### config.mk
export PLATFORM = sky130hd
export DESIGN_NAME = reset_seq
export DESIGN_NICKNAME = d
export VERILOG_FILES = /design/src/rtl/reset_seq_pkg.sv /design/src/rtl/reset_seq_cdc_sync.sv /design/src/rtl/reset_seq.sv
export SDC_FILE = /design/constraint.sdc
export NUM_CORES = 1
export LEC_CHECK = 0
export CORE_MARGIN = 4
export CORE_UTILIZATION = 50
export CTS_CLUSTER_DIAMETER = 100
export CTS_CLUSTER_SIZE = 14
export DETAILED_ROUTE_END_ITERATION = 8
export DONT_BUFFER_PORTS = 1
export MAX_ROUTING_LAYER = met4
export PLACE_DENSITY = 0.68
export SYNTH_ARGS = -nofsm -noshare
export SYNTH_HDL_FRONTEND = slang
export SYNTH_HIERARCHICAL = 1
export SYNTH_SLANG_ARGS = --single-unit
### constraint.sdc
create_clock -name clk -period 2.1 [get_ports clk]
set_input_delay 0.21 -clock clk [delete_from_list [all_inputs] [get_ports clk]]
set_output_delay 0.21 -clock clk [all_outputs]
set_load 0.05 [all_outputs]
### src/rtl/reset_seq_pkg.sv
// -----------------------------------------------------------------------------
// reset_seq_pkg
// Shared definitions for the reset sequencer:
//   - default parameter values
//   - active levels for all reset outputs
//   - FSM state encoding (3-bit)
//   - packed bundle of the registered sequencer outputs and its decoder
// -----------------------------------------------------------------------------
package reset_seq_pkg;

  localparam int DCM_RST_CYC_DEF  = 8;
  localparam int LOCK_TIMEOUT_DEF = 1024;
  localparam int LOCK_FILT_DEF    = 4;
  localparam int STAGE_DLY_DEF    = 16;
  localparam int MAX_RETRY_DEF    = 3;

  // All resets driven by the sequencer are active-high.
  localparam logic RST_ON  = 1'b1;
  localparam logic RST_OFF = 1'b0;

  typedef enum logic [2:0] {
    ST_ASSERT_DCM = 3'd0,
    ST_WAIT_LOCK  = 3'd1,
    ST_REL_BUS    = 3'd2,
    ST_REL_CPU    = 3'd3,
    ST_RUN        = 3'd4,
    ST_SOFT_HOLD  = 3'd5,
    ST_FAIL       = 3'd6
  } state_t;

  typedef struct packed {
    logic dcm_reset;
    logic bus_reset;
    logic cpu_reset;
    logic io_reset;
    logic seq_ready;
    logic lock_fail;
  } seq_out_t;

  // Output decode for a given state. Domain resets are released cumulatively,
  // so io released implies cpu released implies bus released.
  function automatic seq_out_t decode_outputs(input state_t st);
    seq_out_t o;
    o.dcm_reset = RST_OFF;
    o.bus_reset = RST_ON;
    o.cpu_reset = RST_ON;
    o.io_reset  = RST_ON;
    o.seq_ready = 1'b0;
    o.lock_fail = 1'b0;
    case (st)
      ST_ASSERT_DCM: o.dcm_reset = RST_ON;
      ST_WAIT_LOCK:  ;
      ST_REL_BUS:    o.bus_reset = RST_OFF;
      ST_REL_CPU: begin
        o.bus_reset = RST_OFF;
        o.cpu_reset = RST_OFF;
      end
      ST_RUN: begin
        o.bus_reset = RST_OFF;
        o.cpu_reset = RST_OFF;
        o.io_reset  = RST_OFF;
        o.seq_ready = 1'b1;
      end
      ST_SOFT_HOLD:  ;
      ST_FAIL:       o.lock_fail = 1'b1;
      // Unused encoding: hold everything in reset, including the DCM.
      default:       o.dcm_reset = RST_ON;
    endcase
    return o;
  endfunction

  function automatic int max4(input int a, input int b, input int c, input int d);
    int m;
    m = a;
    if (b > m) m = b;
    if (c > m) m = c;
    if (d > m) m = d;
    return m;
  endfunction

endpackage

### src/rtl/reset_seq_cdc_sync.sv
// -----------------------------------------------------------------------------
// reset_seq_cdc_sync
// Two-flop synchronizer bringing an asynchronous level into the clk domain.
// Output lags the input by two clk edges. Flops clear on synchronous reset.
// Ports:
//   clk      in            destination clock
//   reset    in            synchronous active-high reset
//   d_async  in  [WIDTH]   asynchronous input level(s)
//   q_sync   out [WIDTH]   synchronized level(s)
// -----------------------------------------------------------------------------
module reset_seq_cdc_sync #(
  parameter int WIDTH = 1
) (
  input  logic             clk,
  input  logic             reset,
  input  logic [WIDTH-1:0] d_async,
  output logic [WIDTH-1:0] q_sync
);

  logic [WIDTH-1:0] meta_d, meta_q;
  logic [WIDTH-1:0] sync_d, sync_q;

  always_comb begin
    meta_d = d_async;
    sync_d = meta_q;
  end

  always_ff @(posedge clk) begin
    if (reset) begin
      meta_q <= '0;
      sync_q <= '0;
    end else begin
      meta_q <= meta_d;
      sync_q <= sync_d;
    end
  end

  assign q_sync = sync_q;

endmodule

### src/rtl/reset_seq.sv
// -----------------------------------------------------------------------------
// reset_seq
// Reset sequencer between the clock generator and the core/bus/IO blocks.
// Pulses the DCM reset, waits for a filtered lock, then releases the bus, cpu
// and io domain resets STAGE_DLY cycles apart. Retries lock on timeout and
// reports lock_fail after MAX_RETRY failed attempts. Lock loss re-runs the
// whole sequence; a soft reset request re-stages the domains without touching
// the DCM.
// Ports:
//   clk           in   system clock
//   reset         in   synchronous active-high global reset
//   locked_async  in   DCM lock, asynchronous to clk
//   soft_rst_req  in   single-cycle soft reset request
//   dcm_reset     out  DCM reset (active-high)
//   bus_reset     out  bus domain reset (active-high)
//   cpu_reset     out  cpu domain reset (active-high)
//   io_reset      out  io domain reset (active-high)
//   seq_ready     out  high only in RUN
//   lock_fail     out  high only in FAIL
//   retry_cnt     out  [2] failed lock attempts in the current sequence
// -----------------------------------------------------------------------------
module reset_seq #(
  parameter int DCM_RST_CYC  = 8,
  parameter int LOCK_TIMEOUT = 1024,
  parameter int LOCK_FILT    = 4,
  parameter int STAGE_DLY    = 16,
  parameter int MAX_RETRY    = 3
) (
  input  logic       clk,
  input  logic       reset,
  input  logic       locked_async,
  input  logic       soft_rst_req,
  output logic       dcm_reset,
  output logic       bus_reset,
  output logic       cpu_reset,
  output logic       io_reset,
  output logic       seq_ready,
  output logic       lock_fail,
  output logic [1:0] retry_cnt
);

  import reset_seq_pkg::*;

  localparam int CNT_MAX = max4(DCM_RST_CYC, LOCK_TIMEOUT, LOCK_FILT, STAGE_DLY);
  localparam int CNT_W   = $clog2(CNT_MAX + 1);

  // Terminal values: a counter sitting at LAST on an edge means N cycles done.
  localparam logic [CNT_W-1:0] DCM_LAST   = CNT_W'(DCM_RST_CYC - 1);
  localparam logic [CNT_W-1:0] TMO_LAST   = CNT_W'(LOCK_TIMEOUT - 1);
  localparam logic [CNT_W-1:0] FILT_LAST  = CNT_W'(LOCK_FILT - 1);
  localparam logic [CNT_W-1:0] STAGE_LAST = CNT_W'(STAGE_DLY - 1);
  localparam logic [1:0]       RETRY_MAX  = 2'(MAX_RETRY);

  function automatic logic [CNT_W-1:0] sat_inc(input logic [CNT_W-1:0] v);
    return (&v) ? v : v + CNT_W'(1);
  endfunction

  logic             lock_s;
  state_t           state_d, state_q;
  logic [CNT_W-1:0] dly_d, dly_q;
  logic [CNT_W-1:0] filt_d, filt_q;
  logic [CNT_W-1:0] tmo_d, tmo_q;
  logic [1:0]       retry_d, retry_q;
  logic [1:0]       retry_inc;
  seq_out_t         out_d, out_q;

  reset_seq_cdc_sync #(
    .WIDTH (1)
  ) u_lock_sync (
    .clk     (clk),
    .reset   (reset),
    .d_async (locked_async),
    .q_sync  (lock_s)
  );

  assign retry_inc = (retry_q == 2'b11) ? retry_q : retry_q + 2'd1;

  // Next-state and counter logic. Priority inside the active states is
  // lock loss, then soft request, then delay expiry. Every state change
  // clears the shared delay counter so each state starts its own count.
  always_comb begin
    state_d = state_q;
    dly_d   = dly_q;
    filt_d  = filt_q;
    tmo_d   = tmo_q;
    retry_d = retry_q;

    case (state_q)
      ST_ASSERT_DCM: begin
        if (dly_q == DCM_LAST) begin
          state_d = ST_WAIT_LOCK;
          dly_d   = '0;
          filt_d  = '0;
          tmo_d   = '0;
        end else begin
          dly_d = sat_inc(dly_q);
        end
      end

      ST_WAIT_LOCK: begin
        filt_d = lock_s ? sat_inc(filt_q) : '0;
        tmo_d  = sat_inc(tmo_q);
        // Lock completion takes precedence over a coincident timeout.
        if (lock_s && (filt_q == FILT_LAST)) begin
          state_d = ST_REL_BUS;
          dly_d   = '0;
        end else if (tmo_q == TMO_LAST) begin
          retry_d = retry_inc;
          dly_d   = '0;
          state_d = (retry_inc == RETRY_MAX) ? ST_FAIL : ST_ASSERT_DCM;
        end
      end

      ST_REL_BUS, ST_REL_CPU, ST_RUN, ST_SOFT_HOLD: begin
        if (!lock_s) begin
          // Lock loss restarts from the DCM and is not a failed attempt.
          state_d = ST_ASSERT_DCM;
          dly_d   = '0;
          retry_d = '0;
        end else if (soft_rst_req) begin
          // Also restarts the hold count when already in SOFT_HOLD.
          state_d = ST_SOFT_HOLD;
          dly_d   = '0;
        end else if (state_q != ST_RUN) begin
          if (dly_q == STAGE_LAST) begin
            dly_d = '0;
            case (state_q)
              ST_REL_BUS: state_d = ST_REL_CPU;
              ST_REL_CPU: state_d = ST_RUN;
              default:    state_d = ST_REL_BUS;
            endcase
          end else begin
            dly_d = sat_inc(dly_q);
          end
        end
      end

      ST_FAIL: begin
        if (soft_rst_req) begin
          state_d = ST_ASSERT_DCM;
          dly_d   = '0;
          retry_d = '0;
        end
      end

      default: begin
        state_d = ST_ASSERT_DCM;
        dly_d   = '0;
        retry_d = '0;
      end
    endcase

    // Outputs follow the next state so they switch on the same edge as it.
    out_d = decode_outputs(state_d);
  end

  always_ff @(posedge clk) begin
    if (reset) begin
      state_q <= ST_ASSERT_DCM;
      dly_q   <= '0;
      filt_q  <= '0;
      tmo_q   <= '0;
      retry_q <= '0;
      out_q   <= decode_outputs(ST_ASSERT_DCM);
    end else begin
      state_q <= state_d;
      dly_q   <= dly_d;
      filt_q  <= filt_d;
      tmo_q   <= tmo_d;
      retry_q <= retry_d;
      out_q   <= out_d;
    end
  end

  assign dcm_reset = out_q.dcm_reset;
  assign bus_reset = out_q.bus_reset;
  assign cpu_reset = out_q.cpu_reset;
  assign io_reset  = out_q.io_reset;
  assign seq_ready = out_q.seq_ready;
  assign lock_fail = out_q.lock_fail;
  assign retry_cnt = retry_q;

endmodule

==> metrics <==
non-filler instance count after layout 389; largest family of logic cells by synthesized area simple AND/OR/NAND/NOR gates; worst path required time between 2 and 2.5 ns; # rows 25; final RePlAce weighted congestion 0.886; CP most frequent cell nor4_2; initial antenna violation count 0; GRT overflow 0; Num Clock Sinks 46; Seq/Total Area, Yosys approximately 37%; post-synth cell types slightly below 60; Hold Startpoint locked_async; clock buffer depth 2; Cell Chain, Critical Path buf_6 -> ha_1 -> nand4_1 -> nor4_2 -> nor4_2 -> buf_4 -> nor3_4 -> and3_4 -> o21ai_1; Rel. slew slack 57.7%; count of pins over their slew limit 0; Hold EP u_lock_sync/meta_q; largest net degree at the start of global routing 16; Reg2Reg Setup Slack ~0.080 ns; Final #Nets 331; worst min-delay path class in2reg; critical path depth 9; Post-Place Worst Slack around 0.022 ns; Post-DRT Antenna Nets 0; H-tree levels 2; Worst-Skew Late Latency roughly 0.3 ns; DP Cell Count ~380; Internal Power approximately 1100 uW; setup ws final between 0.08 and 0.09 ns; Post-synth EDFFs 0; Syn Nets around 300; Die X between 70 and 80 um; CTS Buf Count 5; hold depth 1; die height a little under 80 um; Synth-to-Final Area Change 19.2%; Final Util between 60% and 70%; final period demand of the worst path ~2 ns; Clock power frac roughly a third; first-pass GRT wire length about 9.4 mm; DRC Markers 0; Comb pwr share 4.4%; DRT Pass-1 Iters 4; Max VDD drop approximately 0.34 mV; Critical Path Sink Type flip-flop; routed wire length per instance ~14 um; final setup vio count 0; largest stage delay on the critical path between 0.3 and 0.4 ns; Crit Path Category reg2reg; CP max FO 8; crit path launch type flip-flop; WP data arrival ~2.2 ns; number of port buffers 0; status finished clean; Synth Area in Adders under 10%; die area 0.00616 mm^2; Max Freq 495 MHz; P_leak ~0.0010 uW; vias in the first global route about 2000; Pwr Density between 400 and 500 mW/mm^2; antenna cell count 0; fraction of layout cells with a size suffix above 1 between 20% and 30%; mux cell area share after synthesis under 10%; CTS tree built; Final HPWL DP around 4.0 mm; Iter 0 DRT Violations 115; R2R Path Start state_q[1]; Final period util between 90% and 100%; Clk pin slew, worst setup/hold paths approximately 0.090 ns; cells after synthesis approximately 300; Post-Synth Simple-Gate Area between 30% and 40%; CP max-delay cell dfxtp_2; top_reg_cell synth dfxtp_1; crit path launch state_q[1]; Total GRT Usage between 10% and 20%; routed wire length approximately 5.6 mm; Clock Root Buffer clkbuf_8; CP Buf/Inv Count 2; Reg power frac about three fifths; family with the most delay on the worst path simple AND/OR/NAND/NOR gates; Sw Pwr 326 uW; Worst-Margin Slew approximately 0.63 ns; Tot Pwr ~1500 uW; DR vias ~2200; async set-or-reset flop fraction in the synthesized netlist 0%; unrepaired setup endpoints after global routing true; post-DR vias/cell 5.74; Final Hold Fails 0; compound-cell area share of the yosys netlist ~16%; final hold slack approximately 0.031 ns; RR Endpoint cpu_reset; I/O Pins 12; Max Clock Skew between 0.015 and 0.02 ns; core box area between 0.004 and 0.005 mm^2; Post-Synthesis Mean Instance Area between 8 and 9 um^2; Reg2Reg Depth 9; sw frac between 20% and 30%; max-cap violations 0; count of state elements after synthesis 46; Ys Warns 6; Post-Synth XOR/XNOR Area 4.58%; Mapped Area between 0.002 and 0.0025 mm^2; Initial Util between 50% and 60%
[per-stage QoR]
step / area, um^2 / TNS (ns)
after CTS: 2830 / 0
after global routing: 2960 / -0.212
after detailed placement: 2750 / 0
after floorplan: 2500 / 0
final: 2960 / 0
after global placement: 2750 / 0
[cells in the mapped netlist (4+ instances only)]
| library cell | number | area, um^2 |
|---|---|---|
| xnor2_1 | 8 | 70.1 |
| nand4_1 | 10 | 62.6 |
| nor3b_1 | 4 | 30.0 |
| a211oi_1 | 5 | 37.5 |
| a21oi_1 | 22 | 110 |
| o21ai_0 | 7 | 35.0 |
| ha_1 | 5 | 62.6 |
| buf_2 | 4 | 20.0 |
| and3_1 | 6 | 37.5 |
| nand3_1 | 8 | 40.0 |
| clkbuf_1 | 4 | 15.0 |
| dfxtp_1 | 46 | 921 |
| or3_1 | 5 | 31.3 |
| inv_1 | 8 | 30.0 |
| nor4_1 | 8 | 50.1 |
| a31oi_1 | 4 | 25.0 |
| xor2_1 | 5 | 43.8 |
| nor2_1 | 43 | 161 |
| nor3_1 | 8 | 40.0 |
| nand2_1 | 20 | 75.1 |
[layout make-up]
| cell class | instances | area, um^2 |
|---|---|---|
| Clock buffer | 5 | 68.8 |
| Inverter | 9 | 33.8 |
| Timing Repair Buffer | 32 | 246 |
| Fill cell | 413 | 1790 |
| Clock inverter | 2 | 10.0 |
| Sequential cell | 46 | 926 |
| Tap cell | 67 | 83.8 |
| Multi-Input combinational cell | 228 | 1590 |
[cell usage in the layout (no fill, tap or decap), types with 3 or more instances in the layout]
| cell type | Yosys | routed |
|---|---|---|
| a211oi_1 | 5 | 4 |
| a21oi_1 | 22 | 22 |
| a31oi_1 | 4 | 4 |
| and2_1 | 3 | 3 |
| and3_1 | 6 | 5 |
| buf_4 | 0 | 30 |
| clkbuf_8 | 0 | 5 |
| dfxtp_1 | 46 | 42 |
| dfxtp_2 | 0 | 4 |
| ha_1 | 5 | 3 |
| inv_1 | 8 | 7 |
| mux2_2 | 3 | 3 |
| nand2_1 | 20 | 20 |
| nand2b_1 | 3 | 3 |
| nand3_1 | 8 | 8 |
| nand4_1 | 10 | 10 |
| nor2_1 | 43 | 41 |
| nor2b_1 | 3 | 3 |
| nor3_1 | 8 | 8 |
| nor3b_1 | 4 | 4 |
| nor4_1 | 8 | 4 |
| nor4_2 | 1 | 5 |
| o21ai_0 | 7 | 7 |
| or3_1 | 5 | 4 |
| xnor2_1 | 8 | 8 |
| xor2_1 | 5 | 5 |
[flip-flops by register name (all words and copies together) (netlist names)]
register            cells
bus_reset               1
io_reset                1
lock_fail               1
state_q                 3
tmo_q                  11
u_lock_sync/q_sync      1
retry_cnt               2
cpu_reset               1
seq_ready               1
u_lock_sync/meta_q      1
filt_q                 11
dly_q                  11
dcm_reset               1
[power groups by stage]
stage | registers, uW | clock network, uW | logic, uW
5_1_grt | 892 | 555 | 72.1
2_1_floorplan | 905 | 0 | 44.5
3_3_place_gp | 909 | 0 | 53.8
3_5_place_dp | 909 | 0 | 55.0
4_1_cts | 889 | 522 | 61.5
6_report | 891 | 502 | 64.2
[worst max path at each step]
stage,end,slack [ns]
floorplan,dly_q[1],0.006
global placement,cpu_reset,0.06
detailed placement,cpu_reset,0.02
CTS,cpu_reset,0.05
global route,cpu_reset,-0.07
finish,cpu_reset,0.08
[layer usage]
layer  share of wire, %  track usage, %  wire [um]
met3                4.1            4.47        231
met2                 48            31.4       2700
met5                  0               -          0
met4                1.0            5.77         57
met1                 47            23.9       2600
[cells by family after synthesis]
family,after synthesis
xor+xnor,13
flops,46
simple gates,147
mux,4
fa+ha+maj,5
buf+inv,18
compound gates,59
[timing repair]
item                                    4_1_cts  5_1_grt
endpoints found under the hold margin        15        0
hold buffers                                  1        0
gates resized for setup                       0       25
endpoints found under the setup margin        2       23
pin swaps                                     1        2
gates cloned                                  0        0
buffers inserted                              0        3
No activity file was read; power rests on OpenSTA's default activity.
